File: src/rtl/y86_mem_pkg.sv
// Shared constants and fetch-state encoding for the Y86 instruction memory path.
package y86_mem_pkg;

  localparam int MEM_BYTES    = 1024;
  localparam int WORD_BYTES   = 8;
  localparam int INSTR_BYTES  = 10;
  localparam int WORD_BITS    = WORD_BYTES * 8;
  localparam int WINDOW_WORDS = 3;
  localparam int WINDOW_BITS  = WINDOW_WORDS * WORD_BITS;

  typedef enum logic [2:0] {
    IDLE = 3'd0,
    RD0  = 3'd1,
    RD1  = 3'd2,
    RD2  = 3'd3,
    HOLD = 3'd4
  } fetch_state_e;

  // True when a window starting at pc would run past the end of memory.
  function automatic logic window_oob(input logic [63:0] pc,
                                      input int memBytes,
                                      input int instrBytes);
    logic [64:0] endAddr;
    endAddr = {1'b0, pc} + 65'(instrBytes);
    return endAddr > 65'(memBytes);
  endfunction

endpackage

File: src/rtl/imem_byte_align.sv
// Extracts the instruction window from up to three captured little-endian words.
module imem_byte_align
  import y86_mem_pkg::*;
#(
  parameter int IN_BYTES  = WINDOW_WORDS * WORD_BYTES,
  parameter int OUT_BYTES = INSTR_BYTES
) (
  input  logic [IN_BYTES*8-1:0]  window_i,
  input  logic [2:0]             offset_i,
  output logic [OUT_BYTES*8-1:0] bytes_o
);

  logic [IN_BYTES*8-1:0] shifted;

  always_comb begin
    shifted = window_i >> {offset_i, 3'b000};
    bytes_o = shifted[OUT_BYTES*8-1:0];
  end

endmodule

File: src/rtl/imem_fetch_ctrl.sv
// Instruction fetch controller: reads two or three memory words and presents
// the byte-aligned instruction window to the fetch stage.
module imem_fetch_ctrl #(
  parameter int MEM_BYTES   = y86_mem_pkg::MEM_BYTES,
  parameter int INSTR_BYTES = y86_mem_pkg::INSTR_BYTES
) (
  input  logic                                           clk,
  input  logic                                           reset,
  input  logic                                           f_req,
  input  logic [63:0]                                    f_pc,
  output logic                                           f_busy,
  output logic                                           f_valid,
  input  logic                                           f_ready,
  output logic [INSTR_BYTES*8-1:0]                       f_bytes,
  output logic                                           f_imem_error,
  output logic                                           mem_rd_en,
  output logic [$clog2(MEM_BYTES/y86_mem_pkg::WORD_BYTES)-1:0] mem_addr,
  input  logic [63:0]                                    mem_rdata
);

  import y86_mem_pkg::*;

  localparam int AW = $clog2(MEM_BYTES / WORD_BYTES);

  fetch_state_e           state_q;
  logic [2:0]             off_q;
  logic [AW-1:0]          word_q;
  logic [1:0]             cnt_q;
  logic [WINDOW_BITS-1:0] words_q;
  logic [WINDOW_BITS-1:0] words_d;
  logic                   f_valid_q;
  logic                   f_err_q;
  logic [INSTR_BYTES*8-1:0] f_bytes_q;
  logic [INSTR_BYTES*8-1:0] aligned;
  logic                   rd_en_q;
  logic [AW-1:0]          addr_q;
  logic                   req_oob;
  logic [AW-1:0]          req_word;
  logic                   last_capture;

  assign req_oob      = window_oob(f_pc, MEM_BYTES, INSTR_BYTES);
  assign req_word     = f_pc[AW+2:3];
  assign last_capture = (cnt_q == 2'd2) || ((cnt_q == 2'd1) && (off_q != 3'd7));

  // Slot cnt_q receives the word returning this cycle; the rest is already captured.
  always_comb begin
    words_d = words_q;
    case (cnt_q)
      2'd0:    words_d[WORD_BITS-1:0]             = mem_rdata;
      2'd1:    words_d[2*WORD_BITS-1:WORD_BITS]   = mem_rdata;
      default: words_d[3*WORD_BITS-1:2*WORD_BITS] = mem_rdata;
    endcase
  end

  imem_byte_align #(
    .IN_BYTES  (WINDOW_WORDS * WORD_BYTES),
    .OUT_BYTES (INSTR_BYTES)
  ) u_align (
    .window_i (words_d),
    .offset_i (off_q),
    .bytes_o  (aligned)
  );

  always_ff @(posedge clk) begin
    if (reset) begin
      state_q   <= IDLE;
      off_q     <= '0;
      word_q    <= '0;
      cnt_q     <= '0;
      words_q   <= '0;
      f_valid_q <= 1'b0;
      f_err_q   <= 1'b0;
      f_bytes_q <= '0;
      rd_en_q   <= 1'b0;
      addr_q    <= '0;
    end else begin
      case (state_q)
        IDLE: begin
          rd_en_q <= 1'b0;
          if (f_req) begin
            off_q   <= f_pc[2:0];
            word_q  <= req_word;
            cnt_q   <= 2'd0;
            words_q <= '0;
            if (req_oob) begin
              f_valid_q <= 1'b1;
              f_err_q   <= 1'b1;
              f_bytes_q <= '0;
              state_q   <= HOLD;
            end else begin
              rd_en_q <= 1'b1;
              addr_q  <= req_word;
              state_q <= RD0;
            end
          end
        end
        RD0: begin
          rd_en_q <= 1'b1;
          addr_q  <= word_q + AW'(1);
          state_q <= RD1;
        end
        RD1: begin
          words_q <= words_d;
          cnt_q   <= 2'd1;
          // Only an offset of 7 spills the window into a third word.
          if (off_q == 3'd7) begin
            rd_en_q <= 1'b1;
            addr_q  <= word_q + AW'(2);
          end else begin
            rd_en_q <= 1'b0;
          end
          state_q <= RD2;
        end
        RD2: begin
          rd_en_q <= 1'b0;
          words_q <= words_d;
          cnt_q   <= cnt_q + 2'd1;
          if (last_capture) begin
            f_bytes_q <= aligned;
            f_valid_q <= 1'b1;
            f_err_q   <= 1'b0;
            state_q   <= HOLD;
          end
        end
        HOLD: begin
          rd_en_q <= 1'b0;
          if (f_ready) begin
            f_valid_q <= 1'b0;
            f_err_q   <= 1'b0;
            state_q   <= IDLE;
          end
        end
        default: begin
          rd_en_q <= 1'b0;
          state_q <= IDLE;
        end
      endcase
    end
  end

  assign f_busy       = (state_q != IDLE);
  assign f_valid      = f_valid_q;
  assign f_imem_error = f_err_q;
  assign f_bytes      = f_bytes_q;
  assign mem_rd_en    = rd_en_q;
  assign mem_addr     = addr_q;

endmodule

File: config.mk
export PLATFORM = sky130hd
export DESIGN_NAME = imem_fetch_ctrl
export DESIGN_NICKNAME = d
export VERILOG_FILES = /design/src/rtl/y86_mem_pkg.sv /design/src/rtl/imem_byte_align.sv /design/src/rtl/imem_fetch_ctrl.sv
export SDC_FILE = /design/constraint.sdc
export NUM_CORES = 1
export LEC_CHECK = 0
export ABC_AREA = 1
export CAP_MARGIN = 30
export CORE_ASPECT_RATIO = 0.6
export CORE_MARGIN = 2
export CORE_UTILIZATION = 57
export DETAILED_ROUTE_END_ITERATION = 10
export MAX_ROUTING_LAYER = met4
export PLACE_DENSITY = 0.85
export SYNTH_ARGS = -nofsm -noshare
export SYNTH_HDL_FRONTEND = slang
export SYNTH_SLANG_ARGS = --single-unit
File: constraint.sdc
create_clock -name clk -period 3.74 [get_ports clk]
set_clock_uncertainty 0.15 [all_clocks]
set_input_delay 0.748 -clock clk [delete_from_list [all_inputs] [get_ports clk]]
set_output_delay 0.748 -clock clk [all_outputs]
set_load 0.03 [all_outputs]
Yosys cells after proc, flatten, opt, wreduce, memory -nomap -nowiden:

Index checks and enable logic that the tools add are counted.

* add/sub/neg operators: 4
* $lt $le $gt $ge: 1
* equal/unequal tests: 14
* shift operators: 1
* mux-type cells: 31
* reduce and logical (&&, ||, !) cells: 19

Operators by type and width (number)
* case mux 192 bit (2 select lines): 1
* two-way mux 80 bit: 3
* two-way mux 192 bit: 1
* two-way mux 64 bit: 3
* >> shifter 192 x 6 -> 80 bit: 1
* case mux 80 bit (2 select lines): 1
* adder 64 x 4 -> 65 bit, second input constant: 1
* greater-than comparator 65 x 11 -> 1 bit, second input constant: 1
* two-way mux 7 bit: 3
* case mux 7 bit (3 select lines): 1
* case mux 3 bit (5 select lines): 1
* two-way mux 3 bit: 4
* != test 2 bit, second input constant: 6
* nonzero test 3 bit: 4
* case mux 1 bit (3 select lines): 3
* two-way mux 1 bit: 8
* AND reduction 4 bit: 2
* adder 7 x 1 -> 7 bit, second input constant: 1
* adder 7 x 2 -> 7 bit, second input constant: 1
* equality test 3 x 2 -> 1 bit, second input constant: 2
* equality test 3 bit, second input constant: 2
* case mux 2 bit (3 select lines): 1
* AND reduction 2 bit: 3
* AND reduction 5 bit: 1
* other kinds (13): 15

* flip-flop bits (word level): 297
* bits of input ports: 132
* output and inout port bits: 91
* word-level logic and storage cells: 80

Depth between registers and ports, before layout:

Gate-level depths: netlist (run 1).

* depth in word-level cells: 6
* mapped depth: 23
* gate-level depth less buffers: 22

Modules after synthesis:

From an unflattened synthesis (run 1), not the netlist that was laid out.

* cells, all modules: 3006
* area, all modules: 19824.0 um2

By module, submodules not included
* imem_fetch_ctrl: instances 1, cells an instance 2132, area each 16000.3 um2, sequential area each 5945.7 um2
* imem_byte_align: instances 1, cells an instance 874, area each 3823.7 um2, sequential area each 0.0 um2

Worst setup path after synthesis (run 1):

Ideal clock, no wire load.

* path type: input to register
* start point: in f_pc[1]
* end point: reg f_bytes_q[30], in the netlist f_bytes[30]
* library setup time: 0.115 ns
* data arrival time: 2.770 ns
* required time: 3.475 ns
* slack: 0.704 ns
* stages: 20
* path buffers: 2
* cell sequence: ha_1 nor2_1 nor2_4 nand2_1 nor2_4 nand2_2 nor2_2 nand2_1 nand2_1 nand3_1 nor2_1 nand3_1 nor2_1 nand2_2 nand2_2 nand2_2 buf_6 buf_2 a21oi_1 nor2_1

* cells in the longest elaborated chain, start to end: 4

RTL lines
* start: declaration: RTL line imem_fetch_ctrl.sv:10 `input logic [63:0] f_pc,`
* adder 64 x 4 -> 65 bit: RTL line y86_mem_pkg.sv:24 `endAddr = {1'b0, pc} + 65'(instrBytes);`
* greater-than comparator 65 x 11 -> 1 bit: RTL line y86_mem_pkg.sv:25 `return endAddr > 65'(memBytes);`
* != test 2 bit (no source line)
* AND reduction 4 bit (no source line)
* end signal: assignment: RTL line imem_fetch_ctrl.sv:119 `f_bytes_q <= aligned;`
* end: declaration: RTL line imem_fetch_ctrl.sv:33 `logic [INSTR_BYTES*8-1:0] f_bytes_q;`

No other way between the ends.
A chain may end at the register's enable or synchronous reset.

Final worst setup path (run 1):

* start point: in f_pc[30]
* end point: reg f_bytes_q[76], in the netlist f_bytes[76]

Same word-level chain as after synthesis.

==> results_dict.tcl, run 1 <==
set metrics [dict create \
    run_status "finished clean" \
    vias 21600 \
    drt-total-wl_um 72500 \
    grt_first_pass_wirelength_um 108000 \
    gpl.final_weighted_congestion 1.07 \
    cpPeakStageDelay_ns 0.58 \
    max-slew-margin-rel_pct 28.7 \
    final-max-slew-violation-count 0 \
    grtUsageTotal_pct 46.9 \
    standby_leakage_power_nw 8.73 \
    ratio_of_cells_with_drive_above_1_in_the_final_layout_pct 8.77 \
    regToRegStartpoint "cnt_q[1]" \
    first_global_vias 18600 \
    worstMarginPinSlew_ns 1.07 \
    worst_hold_path_type "reg -> reg" \
    power.density_cell_area_mw_per_mm2 355 \
    average_detailed_routed_wire_length_per_instance_um 19.9 \
    io_buffer_count 222 \
    drt_iter0_drc 3953 \
    hold_viol_final 0 \
    dpl_worst_slack_ns -0.337 \
    die_height_um 137 \
    start_util_pct 58.2 \
    number_of_drc_violations_after_detailed_routing 0 \
    mostFrequentLayoutCells "1125 x sky130_fd_sc_hd__nand2_1, 287 x sky130_fd_sc_hd__nor2_1, 255 x sky130_fd_sc_hd__o21ai_0, 250 x sky130_fd_sc_hd__a21oi_1, 240 x sky130_fd_sc_hd__inv_1" \
    hold_path_startpoint "f_valid" \
    seq_area_frac_synth_pct 28.7 \
    r2r_setup_slack_ns 0.39 \
    root_buffer "sky130_fd_sc_hd__clkbuf_16" \
    avgSynthCellArea_um2 5.65 \
    post-route-min-period_ns 3.63 \
    synth_edf_count 0 \
    yosys_register_bits 241 \
    initial_antenna_violation_count 6 \
    area_share_of_the_leading_cell_type_in_the_synthesized_netlist_pct 28.7 \
    worst_ep_arrival_time_ns 3.92 \
    r2r_end "f_bytes[77]" \
    globalRouteOverflowTotal 0 \
    path_max_fanout 29 \
    synth_area_leader_cell "sky130_fd_sc_hd__dfxtp_1" \
    timing.critical_path.mode_cell "sky130_fd_sc_hd__nand2_1" \
    setup-violations-final 0 \
    share_of_the_clock_period_used_by_the_worst_path_pct 96.9 \
    post-route-worst-setup-slack_ns 0.114 \
    crit_path_start "f_pc[30]" \
    fin_area_mm2 0.0213 \
    clock_tree.buffer_depth 3 \
    grt_max_degree 138 \
    dp.final_hpwl_um 54700 \
    setup.worst_path.start_class "primary input" \
    htree_levels 1 \
    cts.sink_count 241 \
    row_count 48 \
    yosys_warning_count 0 \
    timing.reg2reg.worst_path_depth 13 \
    totalNegativeSetupSlack_ns 0 \
    die_x_um 226 \
    syn-instance-count 2975 \
    core_area_mm2 0.0289 \
    clkSlewWorstSetupHoldPaths_ns 0.06 \
    ir_worst_vdd_uv 443 \
    synth_cell_types 43 \
    cts-buffers-inserted 25 \
    first_pass_iters 7 \
    fin_total_pwr_w 0.00754 \
    final_common_cell "sky130_fd_sc_hd__nand2_1" \
    route.antenna.remaining_nets 0 \
    syn_area_mm2 0.0168 \
    worst-setup-path-type "in -> reg" \
    post_dp_cell_area_mm2 0.0204 \
    syn_to_layout_area_delta_pct 26.5 \
    achievable-frequency_mhz 276 \
    final_net_count 3360 \
    critical_path_required_ns 4.04 \
    cts_tree "built" \
    slowest_stage "sky130_fd_sc_hd__clkdlybuf4s50_1" \
    finalHoldWorstSlack_ns 0.307 \
    synth_area_leaders "sky130_fd_sc_hd__dfxtp_1 29%, sky130_fd_sc_hd__nand2_1 25%, sky130_fd_sc_hd__o21ai_0 7.6%" \
    timing.critical_path.cells "clkdlybuf4s50_1 -> nand2_1 -> nor2_1 -> nand2_1 -> nor2_2 -> inv_1 -> nor2_1 -> nand2_1 -> nand2_1 -> nand2_1 -> nor2_1 -> nand2_1 -> nor2_1 -> nand2_1 -> nand2_1 -> nand2_2 -> nand2_2 -> nand2_4 -> nand2_2 -> buf_12 -> nand2_1 -> nand2_1 -> nor2_1" \
    yosys_most_used_dff "sky130_fd_sc_hd__dfxtp_1" \
    synth_async_sr_flop_share_pct 0 \
    timing.max_cap.violations 0 \
    setup.worst_path.end "f_bytes[76]" \
    end_kind "flip-flop" \
    floorplan.die_area_mm2 0.0309 \
    routed_via_density 5.92 \
    synthesis.nets 3113 \
    io_pins 223 \
    clock_latency_ns 0.58 \
]
[how the worst min path moves through the flow]
stage / depth (start not counted) / slack (ns) / to
2_1_floorplan: 2 / 0.29 / words_q[3]
3_3_place_gp: 2 / 0.29 / f_valid
3_5_place_dp: 2 / 0.30 / f_valid
4_1_cts: 2 / 0.31 / f_valid
5_1_grt: 2 / 0.32 / f_valid
6_report: 2 / 0.31 / f_valid
[where the power goes]
part	internal [W]	leakage [nW]	switching (W)
sequential	0.00269	1.96	0.0000960
clock	0.00145	0.415	0.00117
combinational	0.000774	6.35	0.00136
[per-layer routing]
layer	share of wire [%]	vias to the layer above	routed length, um	GRT usage, %
li1	-	10000	-	-
met1	42	9817	30100	66.0
met2	39	1573	28000	62.4
met3	17	179	12000	15.6
met4	3.3	0	2370	13.8
met5	0	-	0	-
[through the flow]
| stage | std cells | utilization, % |
|---|---|---|
| floorplan | 2975 | - |
| global placement | 3595 | 70.5 |
| detailed placement | 3595 | 70.5 |
| CTS | 3639 | 73.4 |
| global route | 3646 | 73.6 |
| finish | 3646 | 73.6 |
[Yosys cell counts, types with 5 or more instances]
master	n
sky130_fd_sc_hd__buf_2	7
sky130_fd_sc_hd__xnor2_1	6
sky130_fd_sc_hd__xor2_1	8
sky130_fd_sc_hd__inv_1	243
sky130_fd_sc_hd__nand2_2	8
sky130_fd_sc_hd__nor2_2	8
sky130_fd_sc_hd__mux2i_1	7
sky130_fd_sc_hd__buf_1	22
sky130_fd_sc_hd__dfxtp_1	241
sky130_fd_sc_hd__nand2_1	1125
sky130_fd_sc_hd__inv_2	6
sky130_fd_sc_hd__nand3_1	157
sky130_fd_sc_hd__a31oi_1	12
sky130_fd_sc_hd__o21ai_0	255
sky130_fd_sc_hd__ha_1	6
sky130_fd_sc_hd__clkbuf_1	152
sky130_fd_sc_hd__o221ai_1	11
sky130_fd_sc_hd__buf_4	5
sky130_fd_sc_hd__nor3_1	15
sky130_fd_sc_hd__a221oi_1	8
sky130_fd_sc_hd__a21oi_1	250
sky130_fd_sc_hd__o21bai_1	8
sky130_fd_sc_hd__nor2_1	293
sky130_fd_sc_hd__nor2_4	7
sky130_fd_sc_hd__o211ai_1	50
sky130_fd_sc_hd__buf_6	5
sky130_fd_sc_hd__nand3b_1	8
sky130_fd_sc_hd__nand4_1	22
[kinds of logic after synthesis]
logic type | count (synthesis) | synth area share, %
buffers and inverters | 442 | 10.3
AND/OR/NAND/NOR | 1652 | 39.5
adder cells (fa/ha/maj) | 6 | 0.447
multiplexers | 10 | 0.618
flip-flops | 241 | 28.7
AO/OA/AOI/OAI | 610 | 19.8
XOR/XNOR | 14 | 0.730
[registers in the layout (all words and copies together), names as in the netlist]
name          cells
f_valid           1
cnt_q             2
off_q             3
f_bytes          80
state_q           3
words_q         136
mem_addr          7
f_imem_error      1
mem_rd_en         1
word_q            7
[layout make-up]
cell class,count,area (um2)
repair buffers,411,3820
flip-flops and latches,241,4830
well taps,400,500
fillers,2376,7630
clock inverters,12,115
inverters,251,943
diodes,7,17.5
clock buffers,32,723
multi-input cells,2292,10300
[repair_timing]
| item | CTS | global route |
|---|---|---|
| resized for setup | 0 | 7 |
| endpoints found under the hold margin | 0 | 0 |
| setup endpoints to repair | 0 | 48 |
| hold buffers | 0 | 0 |
| setup buffers | 0 | 0 |
[worst max-delay path: cells and delay by family]
family	cells	cell delay, ns
buffers and inverters	3	0.83
and+or+nand+nor	20	2.33
(Power assumes the default switching activity.)
==> inputs of run 2 (changes only) <==
--- a/config.mk
+++ b/config.mk
@@ -13,6 +13,7 @@
 export DETAILED_ROUTE_END_ITERATION = 10
 export MAX_ROUTING_LAYER = met4
 export PLACE_DENSITY = 0.85
+export REMOVE_ABC_BUFFERS = 1
 export SYNTH_ARGS = -nofsm -noshare
 export SYNTH_HDL_FRONTEND = slang
 export SYNTH_SLANG_ARGS = --single-unit
==> results_dict.tcl, run 2 (synthesis gave the netlist of run 1 again) <==
set metrics [dict create \
    run_status "finished clean" \
    utilization_pct 73.8 \
    vias 21300 \
    globalRouteOverflowTotal 0 \
    clock_latency_ns 0.54 \
    max_flop_register "words_q" \
    achievable-frequency_mhz 279 \
    path_max_fanout 19 \
    critPathBufInv 2 \
    worst-setup-path-type "in -> reg" \
    clkSlewWorstSetupHoldPaths_ns 0.08 \
    setup.worst_path.start_class "primary input" \
    io_pins 223 \
    htree_levels 1 \
    ctsHoldBuffers 0 \
    mostFrequentLayoutCells "1122 x sky130_fd_sc_hd__nand2_1, 273 x sky130_fd_sc_hd__nor2_1, 255 x sky130_fd_sc_hd__o21ai_0, 250 x sky130_fd_sc_hd__a21oi_1, 239 x sky130_fd_sc_hd__inv_1" \
    cpPeakStageDelay_ns 0.51 \
    post-route-min-period_ns 3.58 \
    route.antenna.remaining_nets 0 \
    io_buffer_count 222 \
    core_area_mm2 0.0289 \
    grtUsageTotal_pct 41.2 \
    worst_ep_arrival_time_ns 3.87 \
    row_count 48 \
    final-max-slew-violation-count 0 \
    grt_max_degree 99 \
    timing.critical_path.mode_cell "sky130_fd_sc_hd__nand2_1" \
    worst_hold_path_type "reg -> reg" \
    number_of_drc_violations_after_detailed_routing 0 \
    slowest_stage "sky130_fd_sc_hd__clkdlybuf4s50_1" \
    post_dp_cell_area_mm2 0.0202 \
    family_of_cells_with_the_greatest_summed_delay_on_the_critical_path "simple AND/OR/NAND/NOR gates" \
    dp.final_hpwl_um 44700 \
    routed_via_density 5.87 \
    final_cell_count_no_fill 3633 \
    initial_antenna_violation_count 3 \
    fin_area_mm2 0.0213 \
    clock_tree.buffer_depth 3 \
    cts-buffers-inserted 22 \
    end_kind "flip-flop" \
    standby_leakage_power_nw 8.71 \
    start_util_pct 58.2 \
    cts.sink_count 241 \
    grt_first_pass_wirelength_um 98600 \
    max-slew-margin-rel_pct 33.1 \
    largest_register_ffs 136 \
    drt-total-wl_um 65300 \
    first_global_vias 18700 \
    average_detailed_routed_wire_length_per_instance_um 18.0 \
    syn_to_layout_area_delta_pct 26.8 \
    share_of_the_clock_period_used_by_the_worst_path_pct 95.8 \
    die_height_um 137 \
    timing.critical_path.cells "clkdlybuf4s50_1 -> ha_1 -> nor2_1 -> nor2_4 -> nand2_1 -> nor2_4 -> nand2_1 -> nand2_1 -> nand2_1 -> a21oi_1 -> nand2_1 -> nor2_1 -> nand3_1 -> nor2_2 -> nand2_2 -> nand2_2 -> nand2_8 -> buf_6 -> a21oi_1 -> nor2_1" \
    final_net_count 3352 \
    drt_iter0_drc 3555 \
    hold_viol_final 0 \
    ratio_of_cells_with_drive_above_1_in_the_final_layout_pct 9.10 \
    placed_cells 3584 \
    floorplan.die_area_mm2 0.0309 \
    die_x_um 226 \
    first_pass_iters 7 \
    critical_path_required_ns 4.02 \
    setup-violations-final 0 \
    finalHoldWorstSlack_ns 0.311 \
    final_common_cell "sky130_fd_sc_hd__nand2_1" \
    root_buffer "sky130_fd_sc_hd__clkbuf_16" \
    ir_worst_vdd_uv 280 \
    gpl.final_weighted_congestion 1.03 \
    power.density_cell_area_mw_per_mm2 350 \
    cts_tree "built" \
    timing.max_cap.violations 0 \
    fin_total_pwr_w 0.00747 \
    worstMarginPinSlew_ns 1.00 \
]
-- run 2: path summary, 6_finish.rpt --
kind,start,to,slack (ns),cells past startpoint
setup / recovery,f_pc[1],f_bytes[40],0.16,20
hold / removal,words_q[86],words_q[86],0.31,2
setup reg to reg,cnt_q[1],f_bytes[16],0.62,12
hold reg to reg,words_q[86],words_q[86],0.31,2
-- run 2: tightest hold or removal path, delay by kind of cell, from the launching register on --
family           cells  cell delay (ns)
AND/OR/NAND/NOR      1             0.06
flip-flops           1             0.31
AO/OA/AOI/OAI        1             0.05
-- run 2: stage by stage --
step,TNS [ns],setup WS [ns]
after floorplan,-959.71,-6.15
after CTS,0,0.0762
after global routing,-0.0554,-0.0206
after global placement,-33.41,-0.415
after detailed placement,-34.17,-0.474
final,0,0.156
-- run 2: report_power, final --
group	leakage (nW)	switching [W]	internal (W)
Sequential	1.96	0.0000934	0.00269
Clock	0.393	0.00108	0.00148
Combinational	6.35	0.00136	0.000772
-- run 2: repair_timing --
action,4_1_cts,5_1_grt
resized for setup,0,38
setup buffers,0,1
hold endpoints to repair,0,0
endpoints found under the setup margin,0,90
-- run 2: cell type report --
cell class / count / area (um2)
Clock buffer: 31 / 677
Multi-Input combinational cell: 2292 / 10400
Clock inverter: 9 / 129
Inverter: 251 / 950
Timing Repair Buffer: 406 / 3800
Fill cell: 2365 / 7580
Tap cell: 400 / 500
Antenna cell: 3 / 7.51
Sequential cell: 241 / 4830
-- run 2: metal layers --
| metal | up-vias | global-route usage [%] | share of wire (%) |
|---|---|---|---|
| met3 | 174 | 9.85 | 15 |
| met4 | 0 | 9.42 | 2.4 |
| met2 | 1583 | 58.7 | 40 |
| li1 | 10000 | - | - |
| met5 | - | - | 0 |
| met1 | 9547 | 58.5 | 42 |
